### config.mk
export PLATFORM = sky130hd
export DESIGN_NAME = actor_move_scheduler
export DESIGN_NICKNAME = d
export VERILOG_FILES = /design/src/rtl/actor_move_scheduler.sv
export SDC_FILE = /design/constraint.sdc
export NUM_CORES = 1
export LEC_CHECK = 0
export CAP_MARGIN = 30
export CELL_PAD_IN_SITES_DETAIL_PLACEMENT = 0
export CELL_PAD_IN_SITES_GLOBAL_PLACEMENT = 1
export CORE_MARGIN = 5
export CORE_UTILIZATION = 44
export CTS_BUF_LIST = sky130_fd_sc_hd__clkbuf_2
export CTS_CLUSTER_DIAMETER = 80
export DETAILED_ROUTE_END_ITERATION = 6
export PLACE_DENSITY_LB_ADDON = 0.1
export SLEW_MARGIN = 20
export SYNTH_ARGS = -nofsm -noshare
export SYNTH_HDL_FRONTEND = slang
export SYNTH_SLANG_ARGS = --single-unit
### constraint.sdc
create_clock -name clk -period 8.87 [get_ports clk]
set_input_delay 1.3305 -clock clk [delete_from_list [all_inputs] [get_ports clk]]
set_output_delay 1.3305 -clock clk [all_outputs]
set_load 0.02 [all_outputs]
### src/rtl/actor_move_scheduler.sv
// rtl/actor_move_scheduler.sv - per-tick movement sequencer for the player and four ghosts
// Ports:
//   clk, reset              clock; synchronous active-high reset
//   tick                    one-cycle game-update pulse that starts a sequence
//   dir_valid, dir_in       player direction key (0=up 1=left 2=down 3=right)
//   ghost_dir               ghost i direction at [2i-1:2i-2], sampled on tick
//   wall_req/col/row        shared wall lookup request, held until wall_ack
//   wall_ack, wall_hit      lookup completion and result (hit valid in ack cycle)
//   player_col/row          player tile position
//   ghost_cols/rows         ghost i tile at [i*W-1 -: W]
//   busy, done              sequence in progress / one-cycle completion pulse
//   overrun_cnt             saturating count of ticks dropped while not idle
module actor_move_scheduler #(
  parameter int COLS   = 28,
  parameter int ROWS   = 31,
  parameter int COL_W  = 5,
  parameter int ROW_W  = 5,
  parameter int P_COL0 = 13,
  parameter int P_ROW0 = 23,
  parameter int G_COL0 = 12,
  parameter int G_ROW0 = 11
) (
  input  logic               clk,
  input  logic               reset,
  input  logic               tick,
  input  logic               dir_valid,
  input  logic [1:0]         dir_in,
  input  logic [7:0]         ghost_dir,
  output logic               wall_req,
  output logic [COL_W-1:0]   wall_col,
  output logic [ROW_W-1:0]   wall_row,
  input  logic               wall_ack,
  input  logic               wall_hit,
  output logic [COL_W-1:0]   player_col,
  output logic [ROW_W-1:0]   player_row,
  output logic [4*COL_W-1:0] ghost_cols,
  output logic [4*ROW_W-1:0] ghost_rows,
  output logic               busy,
  output logic               done,
  output logic [7:0]         overrun_cnt
);

  typedef enum logic [2:0] {S_IDLE, S_CALC, S_REQ, S_COMMIT, S_DONE} state_t;

  localparam logic [COL_W-1:0] COL_MAX = COL_W'(COLS - 1);
  localparam logic [ROW_W-1:0] ROW_MAX = ROW_W'(ROWS - 1);
  localparam logic [1:0] DIR_UP    = 2'd0;
  localparam logic [1:0] DIR_LEFT  = 2'd1;
  localparam logic [1:0] DIR_DOWN  = 2'd2;
  localparam logic [1:0] DIR_RIGHT = 2'd3;

  state_t           state_q, state_d;
  logic [2:0]       idx_q, idx_d;
  logic             retry_q, retry_d;
  logic             hit_q, hit_d;
  logic [1:0]       want_dir_q, want_dir_d;
  logic [1:0]       cur_dir_q, cur_dir_d;
  logic [1:0]       lat_dir_q, lat_dir_d;
  logic [1:0]       try_dir_q, try_dir_d;
  logic [7:0]       gdir_q, gdir_d;
  logic [COL_W-1:0] cand_col_q, cand_col_d, pcol_q, pcol_d;
  logic [ROW_W-1:0] cand_row_q, cand_row_d, prow_q, prow_d;
  logic [COL_W-1:0] gcol_q [4];
  logic [COL_W-1:0] gcol_d [4];
  logic [ROW_W-1:0] grow_q [4];
  logic [ROW_W-1:0] grow_d [4];
  logic             wall_req_q, wall_req_d;
  logic             busy_q, busy_d;
  logic             done_q, done_d;
  logic [7:0]       ovr_q, ovr_d;

  logic [1:0]       gi;
  logic [COL_W-1:0] act_col, next_col;
  logic [ROW_W-1:0] act_row, next_row;
  logic [1:0]       act_dir;
  logic             row_edge;

  // Actor under service: idx 0 is the player, idx 1..4 map to ghost slots 0..3.
  always_comb begin
    gi = 2'(idx_q - 3'd1);
    if (idx_q == 3'd0) begin
      act_col = pcol_q;
      act_row = prow_q;
      act_dir = retry_q ? cur_dir_q : lat_dir_q;
    end else begin
      act_col = gcol_q[gi];
      act_row = grow_q[gi];
      act_dir = gdir_q[{gi, 1'b0} +: 2];
    end
  end

  // Candidate tile: columns wrap through the tunnel, rows stop at the maze edge.
  always_comb begin
    next_col = act_col;
    next_row = act_row;
    row_edge = 1'b0;
    unique case (act_dir)
      DIR_UP: begin
        if (act_row == '0) row_edge = 1'b1;
        else               next_row = act_row - ROW_W'(1);
      end
      DIR_LEFT:  next_col = (act_col == '0) ? COL_MAX : act_col - COL_W'(1);
      DIR_DOWN: begin
        if (act_row == ROW_MAX) row_edge = 1'b1;
        else                    next_row = act_row + ROW_W'(1);
      end
      DIR_RIGHT: next_col = (act_col == COL_MAX) ? '0 : act_col + COL_W'(1);
    endcase
  end

  always_comb begin
    state_d    = state_q;
    idx_d      = idx_q;
    retry_d    = retry_q;
    hit_d      = hit_q;
    want_dir_d = dir_valid ? dir_in : want_dir_q;
    cur_dir_d  = cur_dir_q;
    lat_dir_d  = lat_dir_q;
    try_dir_d  = try_dir_q;
    gdir_d     = gdir_q;
    cand_col_d = cand_col_q;
    cand_row_d = cand_row_q;
    pcol_d     = pcol_q;
    prow_d     = prow_q;
    gcol_d     = gcol_q;
    grow_d     = grow_q;
    wall_req_d = wall_req_q;
    busy_d     = busy_q;
    done_d     = 1'b0;
    ovr_d      = ovr_q;

    if (tick && state_q != S_IDLE && ovr_q != 8'hFF) ovr_d = ovr_q + 8'd1;

    unique case (state_q)
      S_IDLE: begin
        if (tick) begin
          lat_dir_d = want_dir_d;
          gdir_d    = ghost_dir;
          idx_d     = 3'd0;
          retry_d   = 1'b0;
          busy_d    = 1'b1;
          state_d   = S_CALC;
        end
      end
      S_CALC: begin
        cand_col_d = next_col;
        cand_row_d = next_row;
        try_dir_d  = act_dir;
        if (row_edge) begin
          hit_d   = 1'b1;
          state_d = S_COMMIT;
        end else begin
          wall_req_d = 1'b1;
          state_d    = S_REQ;
        end
      end
      S_REQ: begin
        if (wall_ack) begin
          hit_d      = wall_hit;
          wall_req_d = 1'b0;
          state_d    = S_COMMIT;
        end
      end
      S_COMMIT: begin
        if (!hit_q) begin
          if (idx_q == 3'd0) begin
            pcol_d    = cand_col_q;
            prow_d    = cand_row_q;
            cur_dir_d = try_dir_q;
          end else begin
            gcol_d[gi] = cand_col_q;
            grow_d[gi] = cand_row_q;
          end
        end
        // A blocked turn request falls back to the current heading once.
        if (hit_q && idx_q == 3'd0 && !retry_q && lat_dir_q != cur_dir_q) begin
          retry_d = 1'b1;
          state_d = S_CALC;
        end else begin
          retry_d = 1'b0;
          if (idx_q == 3'd4) begin
            done_d  = 1'b1;
            busy_d  = 1'b0;
            state_d = S_DONE;
          end else begin
            idx_d   = idx_q + 3'd1;
            state_d = S_CALC;
          end
        end
      end
      S_DONE:  state_d = S_IDLE;
      default: state_d = S_IDLE;
    endcase
  end

  always_ff @(posedge clk) begin
    if (reset) begin
      state_q    <= S_IDLE;
      idx_q      <= 3'd0;
      retry_q    <= 1'b0;
      hit_q      <= 1'b0;
      want_dir_q <= DIR_LEFT;
      cur_dir_q  <= DIR_LEFT;
      lat_dir_q  <= DIR_LEFT;
      try_dir_q  <= DIR_LEFT;
      gdir_q     <= 8'd0;
      cand_col_q <= '0;
      cand_row_q <= '0;
      pcol_q     <= COL_W'(P_COL0);
      prow_q     <= ROW_W'(P_ROW0);
      for (int i = 0; i < 4; i++) begin
        gcol_q[i] <= COL_W'(G_COL0 + i);
        grow_q[i] <= ROW_W'(G_ROW0);
      end
      wall_req_q <= 1'b0;
      busy_q     <= 1'b0;
      done_q     <= 1'b0;
      ovr_q      <= 8'd0;
    end else begin
      state_q    <= state_d;
      idx_q      <= idx_d;
      retry_q    <= retry_d;
      hit_q      <= hit_d;
      want_dir_q <= want_dir_d;
      cur_dir_q  <= cur_dir_d;
      lat_dir_q  <= lat_dir_d;
      try_dir_q  <= try_dir_d;
      gdir_q     <= gdir_d;
      cand_col_q <= cand_col_d;
      cand_row_q <= cand_row_d;
      pcol_q     <= pcol_d;
      prow_q     <= prow_d;
      for (int i = 0; i < 4; i++) begin
        gcol_q[i] <= gcol_d[i];
        grow_q[i] <= grow_d[i];
      end
      wall_req_q <= wall_req_d;
      busy_q     <= busy_d;
      done_q     <= done_d;
      ovr_q      <= ovr_d;
    end
  end

  always_comb begin
    for (int i = 0; i < 4; i++) begin
      ghost_cols[i*COL_W +: COL_W] = gcol_q[i];
      ghost_rows[i*ROW_W +: ROW_W] = grow_q[i];
    end
  end

  assign wall_req    = wall_req_q;
  assign wall_col    = cand_col_q;
  assign wall_row    = cand_row_q;
  assign player_col  = pcol_q;
  assign player_row  = prow_q;
  assign busy        = busy_q;
  assign done        = done_q;
  assign overrun_cnt = ovr_q;

endmodule
==> Word level (Yosys, flattened, before mapping) <==
Cells that the tools add are included.
{ "op_classes": {"addsub": 7, "n_mul": 0, "div_mod_pow": 0, "order_cmp": 2, "n_eq_ne": 18, "shifts": 1, "mux": 48, "bitwise_logic": 4, "n_reduce_logical": 25} }
{ "op_table": {"columns": ["op", "count"], "rows": [
  ["5-bit 2-to-1 mux", 11],
  ["20-bit bitwise mux", 2],
  ["3-bit 2-to-1 mux", 7],
  ["5-bit binary-select mux with 2-bit select", 2],
  ["5-bit one-hot mux with 2 select lines", 2],
  ["2-bit inequality test (second input constant)", 7],
  ["1-bit 2-to-1 mux", 13],
  ["3-bit one-hot mux with 4 select lines", 1],
  ["3-bit AND reduction", 4],
  ["5-bit by 1-bit adder with 5-bit output (second input constant)", 2],
  ["5-bit demux with 2-bit select", 1],
  ["5-bit == test (second input constant)", 2],
  ["5-bit zero test", 2],
  ["1-bit one-hot mux with 2 select lines", 5],
  ["5-bit by 1-bit subtractor with 5-bit output (second input constant)", 2],
  ["8-bit by 1-bit adder with 8-bit output (second input constant)", 1],
  ["8-bit inequality test (second input constant)", 1],
  ["4-bit AND reduction", 2],
  ["8-bit by 4-bit variable part select with 2-bit output", 1],
  ["3-bit by 2-bit == test with 1-bit output (second input constant)", 2],
  ["1-bit logical AND", 6],
  ["3-bit zero test", 2],
  ["2-bit 2-to-1 mux", 3],
  ["3-bit one-hot mux with 2 select lines", 1],
  ["17 further kinds", 23]
]} }
{ "totals": {"reg_bits": 95, "latchBits": 0, "ram_bits": 0, "romBits": 0, "in_bits": 16, "out_inout_bits": 71, "elab_cells": 130, "memories": 0} }

==> Longest topological paths before layout <==
{ "logic_depth": {"depth_word": 11, "depth_mapped": 14, "mapped_depth_nobuf": 11} }

==> Worst setup path before layout <==
No wires, ideal clock.
{ "synth_timing": {"path_kind": "reg-to-reg", "start": "reg idx_q[0]", "end": "reg cand_row_q[1], in the netlist wall_row[1]", "setup_time_ns": 0.119, "arrival_time_ns": 2.995, "t_required_ns": 8.751, "setup_slack_ns": 5.756, "path_stages_with_launch": 12, "path_buffers": 1, "period_less_slack_ns": 3.114, "path_cell_list": "dfxtp_1 > inv_2 > ha_1 > buf_2 > mux4_2 > mux2i_1 > ha_1 > inv_1 > a2111oi_2 > a211o_1 > a21oi_1 > o221a_2"} }
{ "synth_between": {"elab_chain_len": 9, "word_cells_on_any_way": 18, "classes_between": "add/sub (3); eq/ne (2); shift (1); mux (8); bitwise (1); reduce/logical (3)"} }
{ "synth_rtl": {"columns": ["item", "line_no", "rtl"], "rows": [
  ["start: declaration", "53", "logic [2:0] idx_q, idx_d;"],
  ["start signal: assignment", "221", "idx_q <= idx_d;"],
  ["2-bit by 1-bit subtractor with 2-bit output", "80", "gi = 2'(idx_q - 3'd1);"],
  ["2-bit NOT with 3-bit output (not written as such)", "87", "act_row = grow_q[gi];"],
  ["5-bit binary-select mux with 2-bit select", "87", null],
  ["5-bit 2-to-1 mux (not written as such) (2 in a row)", "87", null],
  ["5-bit 2-to-1 mux", "81", "if (idx_q == 3'd0) begin"],
  ["5-bit by 1-bit adder with 5-bit output (tied with other cells)", "105", "else next_row = act_row + ROW_W'(1);"],
  ["5-bit 2-to-1 mux, on equally long branches", "104, 99", null],
  ["5-bit one-hot mux with 2 select lines (*)", "97", "unique case (act_dir)"],
  ["end signal: assignment", "230", "cand_row_q <= cand_row_d;"],
  ["end: declaration", "62", "logic [ROW_W-1:0] cand_row_q, cand_row_d, prow_q, prow_d;"]
]} }
Mark *: on every way between the ends. The rest lies on a longest branch, timed or not. The select of a mux whose other input is x is not followed.
A chain may end at the register's enable or synchronous reset.

==> Worst setup path in the final report <==
{ "layout_timing": {"start": "reg idx_q[0]", "end": "reg state_q[0]"} }
{ "layout_between": {"elab_chain_len": 11, "word_cells_on_any_way": 24, "classes_between": "add/sub (1); eq/ne (3); shift (1); mux (12); bitwise (1); reduce/logical (6)"} }
{ "layout_rtl": {"columns": ["item", "line_no", "rtl"], "rows": [
  ["2-bit by 1-bit subtractor with 2-bit output", "80", null],
  ["2-bit NOT with 3-bit output (not written as such)", "87", null],
  ["5-bit binary-select mux with 2-bit select", "87", null],
  ["5-bit 2-to-1 mux (not written as such) (2 in a row)", "87", null],
  ["5-bit 2-to-1 mux", "81", null],
  ["5-bit == test or 5-bit zero test (tied branches)", "104, 99", null],
  ["1-bit 2-to-1 mux, on equally long branches", "104, 99", null],
  ["1-bit one-hot mux with 2 select lines", "97", null],
  ["1-bit 2-to-1 mux", "149", "if (row_edge) begin"],
  ["3-bit one-hot mux with 4 select lines (*)", "134", "unique case (state_q)"],
  ["end signal: assignment", "220", "state_q <= state_d;"],
  ["end: declaration", "52", "state_t state_q, state_d;"]
]} }
Marked as above.

==> results.toml <==
[outcome]
status = "completed"

[global_routing]
grt_max_degree = 59
antenna_found_initial = 0
grt_use_total_pct = 22.8
overflow = 0
grt_pass1_vias = 4330
grt_pass1_wl_mm = 23.5

[cts]
clock_latency_ns = 0.58
holdBufCountCts = 0
clockBufferDepth = 2
cts.htree.levels = 3
post_cts_buffers = 0
cts_buffers = 9
path_clk_slew_ns = 0.24
cts_tree = "built"
clockRootBuffer = "clkbuf_2"
cts_resized = 0
clock_sinks = 95

[final_layout]
nFillCells = 1091
nNetsFinal = 684
instances_no_fill = 801
final_layout_size_suffix_gt1_share_pct = 7.41
area_delta_synth_final_pct = 21.1
diodes = 0
final_util_pct = 54.4

[routing]
drcViolationCount = 0
drtPass1Iterations = 5
vias = 4591
drt-wirelength-per-cell_um = 18.6
avgViaCountPerCell = 5.73
routed_wirelength_mm = 14.9
final_antenna_net_count = 0
dr.first_iter.drc_count = 338

[synthesis]
synth_cells = 589
synth_edf_count = 0
syn-num-nets = 616
syn-mean-instance-area_sq_um = 8.30
yosysMostFrequentCell = "nand2_1"
synth_top_area_share_pct = 38.9
yosys.area.top_type = "dfxtp_1"
yosysWarningCount = 0
netlist_area_sq_mm = 0.00489
synth.distinct_cells = 64
synthTopCellsByArea = "dfxtp_1 39%, nand2_1 7.8%, nand3_1 7.3%"
synth_seq_cells = 95
async_reset_ff_share_pct = 0
synthTopCellsByCount = "102 x nand2_1, 95 x dfxtp_1, 71 x nand3_1"
ys.flop_type = "dfxtp_1"
ys_seq_area_share_pct = 38.9

[sta]
clock.fmax_mhz = 240
slew_headroom_pct = 42.6
setup_viol = 0
setup_ws_ns = 4.71
rsz0062_at_grt = "no"
clock_skew_ns = 0.0209
tns_ns = 0
finalHoldViolCount = 0
tightest_slew_ns = 0.860
maxSlewViolCount = 0
finalCritPeriodShare_pct = 47.0
timing.final.crit_period_ns = 4.16

[floorplanning]
dieArea_sq_mm = 0.0133
start_util_pct = 44.9
coreArea_sq_mm = 0.0109
num_rows = 38
die_h_um = 115
io_pins = 87
die_w_um = 115

[power_and_ir_drop]
power.leakage_uw = 0.00218
switching_share_pct = 33.0
internal_power_uw = 596
switchingPower_uw = 294
clockPowerShare_pct = 23.3
vdd_drop_max_v = 0.0000930
power.share.combinational_pct = 21.9
p_seq_share_pct = 54.8
p_per_area_mw_per_mm2 = 150

[placed_design]
hpwl_mm = 10.6
pre_cts_ws_ns = 4.25
portBuffers = 86
placed_cells = 785
globalplace.congestion = 0.893

[worst_setup_path]
crit_required_ns = 9.41
crit_path_max_incr_delay_ns = 0.87
worst_path_max_delay_cell = "ha_1"
arrival_ns = 4.70
worstSetupPathType = "reg2reg"
cp-start-kind = "flip-flop"
crit_path_frequent_cell = "ha_1"
path_max_fanout = 22
path_delay_family = "adder cells"
crit_chain = "buf_8 -> inv_2 -> ha_1 -> mux4_2 -> mux2i_1 -> ha_1 -> inv_1 -> a2111oi_2 -> and3_1 -> o211ai_1 -> a31oi_1"
cp-end-kind = "flip-flop"
r2r_slack_ns = 4.71
critPathBufInv = 3

[flow_run]
max-cap-violations = 0

[min_path]
hold_path.class = "reg2reg"
==> tightest hold or removal path, cell delays in order (launching register included) <==
cell     delay (ns)
dfxtp_1        0.36
nand2_1        0.05
a21oi_1        0.05
==> layout make-up <==
cell class,instances,area [sq um],share of cell area (%)
Clock buffer,11,55.1,0.929
Clock inverter,4,47.5,0.803
Inverter,13,48.8,0.824
Multi-Input combinational cell,444,2770,46.8
Sequential cell,95,1900,32.1
Tap cell,140,175,2.96
Timing Repair Buffer,94,923,15.6
==> state kept, by name (all words and copies together), names as in the netlist <==
name,cells
state_q,3
ghost_cols,20
player_row,5
wall_col,5
ghost_rows,20
lat_dir_q,2
busy,1
hit_q,1
done,1
gdir_q,8
idx_q,3
cur_dir_q,2
want_dir_q,2
overrun_cnt,8
wall_row,5
player_col,5
try_dir_q,2
wall_req,1
retry_q,1
==> per-layer routing <==
| layer | share of wire, % | vias to the layer above | GRT usage [%] |
|---|---|---|---|
| li1 | - | 2230 | - |
| met1 | 48 | 2199 | 33.1 |
| met2 | 45 | 142 | 33.8 |
| met3 | 5.3 | 20 | 4.02 |
| met4 | 1.6 | 0 | 8.14 |
| met5 | 0 | - | 0 |
==> cell families after synthesis <==
logic type,count (synthesis),share of synthesized area (%)
mux,40,10.5
fa+ha+maj,11,2.81
simple gates,272,26.2
xor+xnor,13,2.33
flops,95,38.9
compound gates,108,14.7
buf+inv,50,4.55
==> layout by cell type (no fill, tap or decap), types with 3 or more instances in the layout <==
master and instances:
nor2b_1 3, o211ai_1 7, and3_1 4, mux2i_1 27
a311oi_1 3, nor2_1 42, a2111oi_1 3, a2111oi_0 3
a211oi_1 9, clkdlybuf4s50_1 85, nor3_2 4, inv_1 12
nand3b_1 6, nand3_1 71, a2111oi_2 3, o21ai_1 5
nor3_1 10, xor2_1 6, mux4_2 6, buf_4 7
xnor2_1 7, o21ai_0 13, dfxtp_1 95, a21oi_1 41
nand2b_1 3, ha_1 11, nand2_1 102, or3_1 8
clkbuf_2 11, and2_1 7, a31oi_1 5
==> stage by stage <==
step / power, uW / hold WS (ns) / cell area [sq um]
2_1_floorplan: 615 / 0.432 / 4890
3_3_place_gp: 686 / 0.448 / 5800
3_5_place_dp: 689 / 0.447 / 5810
4_1_cts: 898 / 0.475 / 5910
5_1_grt: 936 / 0.502 / 5920
6_report: 889 / 0.474 / 5920
==> final timing paths <==
kind                                   from  cells after the start                        end
hold reg to reg   try_dir_q[1]$_SDFFE_PP0P_                      2  try_dir_q[1]$_SDFFE_PP0P_
setup / recovery      idx_q[0]$_SDFFE_PP0P_                     11    state_q[0]$_SDFFE_PP0P_
setup reg to reg      idx_q[0]$_SDFFE_PP0P_                     11    state_q[0]$_SDFFE_PP0P_
hold / removal    try_dir_q[1]$_SDFFE_PP0P_                      2  try_dir_q[1]$_SDFFE_PP0P_
==> power by group through the flow <==
stage	clock (uW)	sequential, uW	combinational [uW]
CTS	217	488	193
detailed placement	0	496	192
global route	230	492	214
global placement	0	496	190
finish	207	487	195
floorplan	0	492	122
Note: power is estimated with default switching activity, not from simulation.
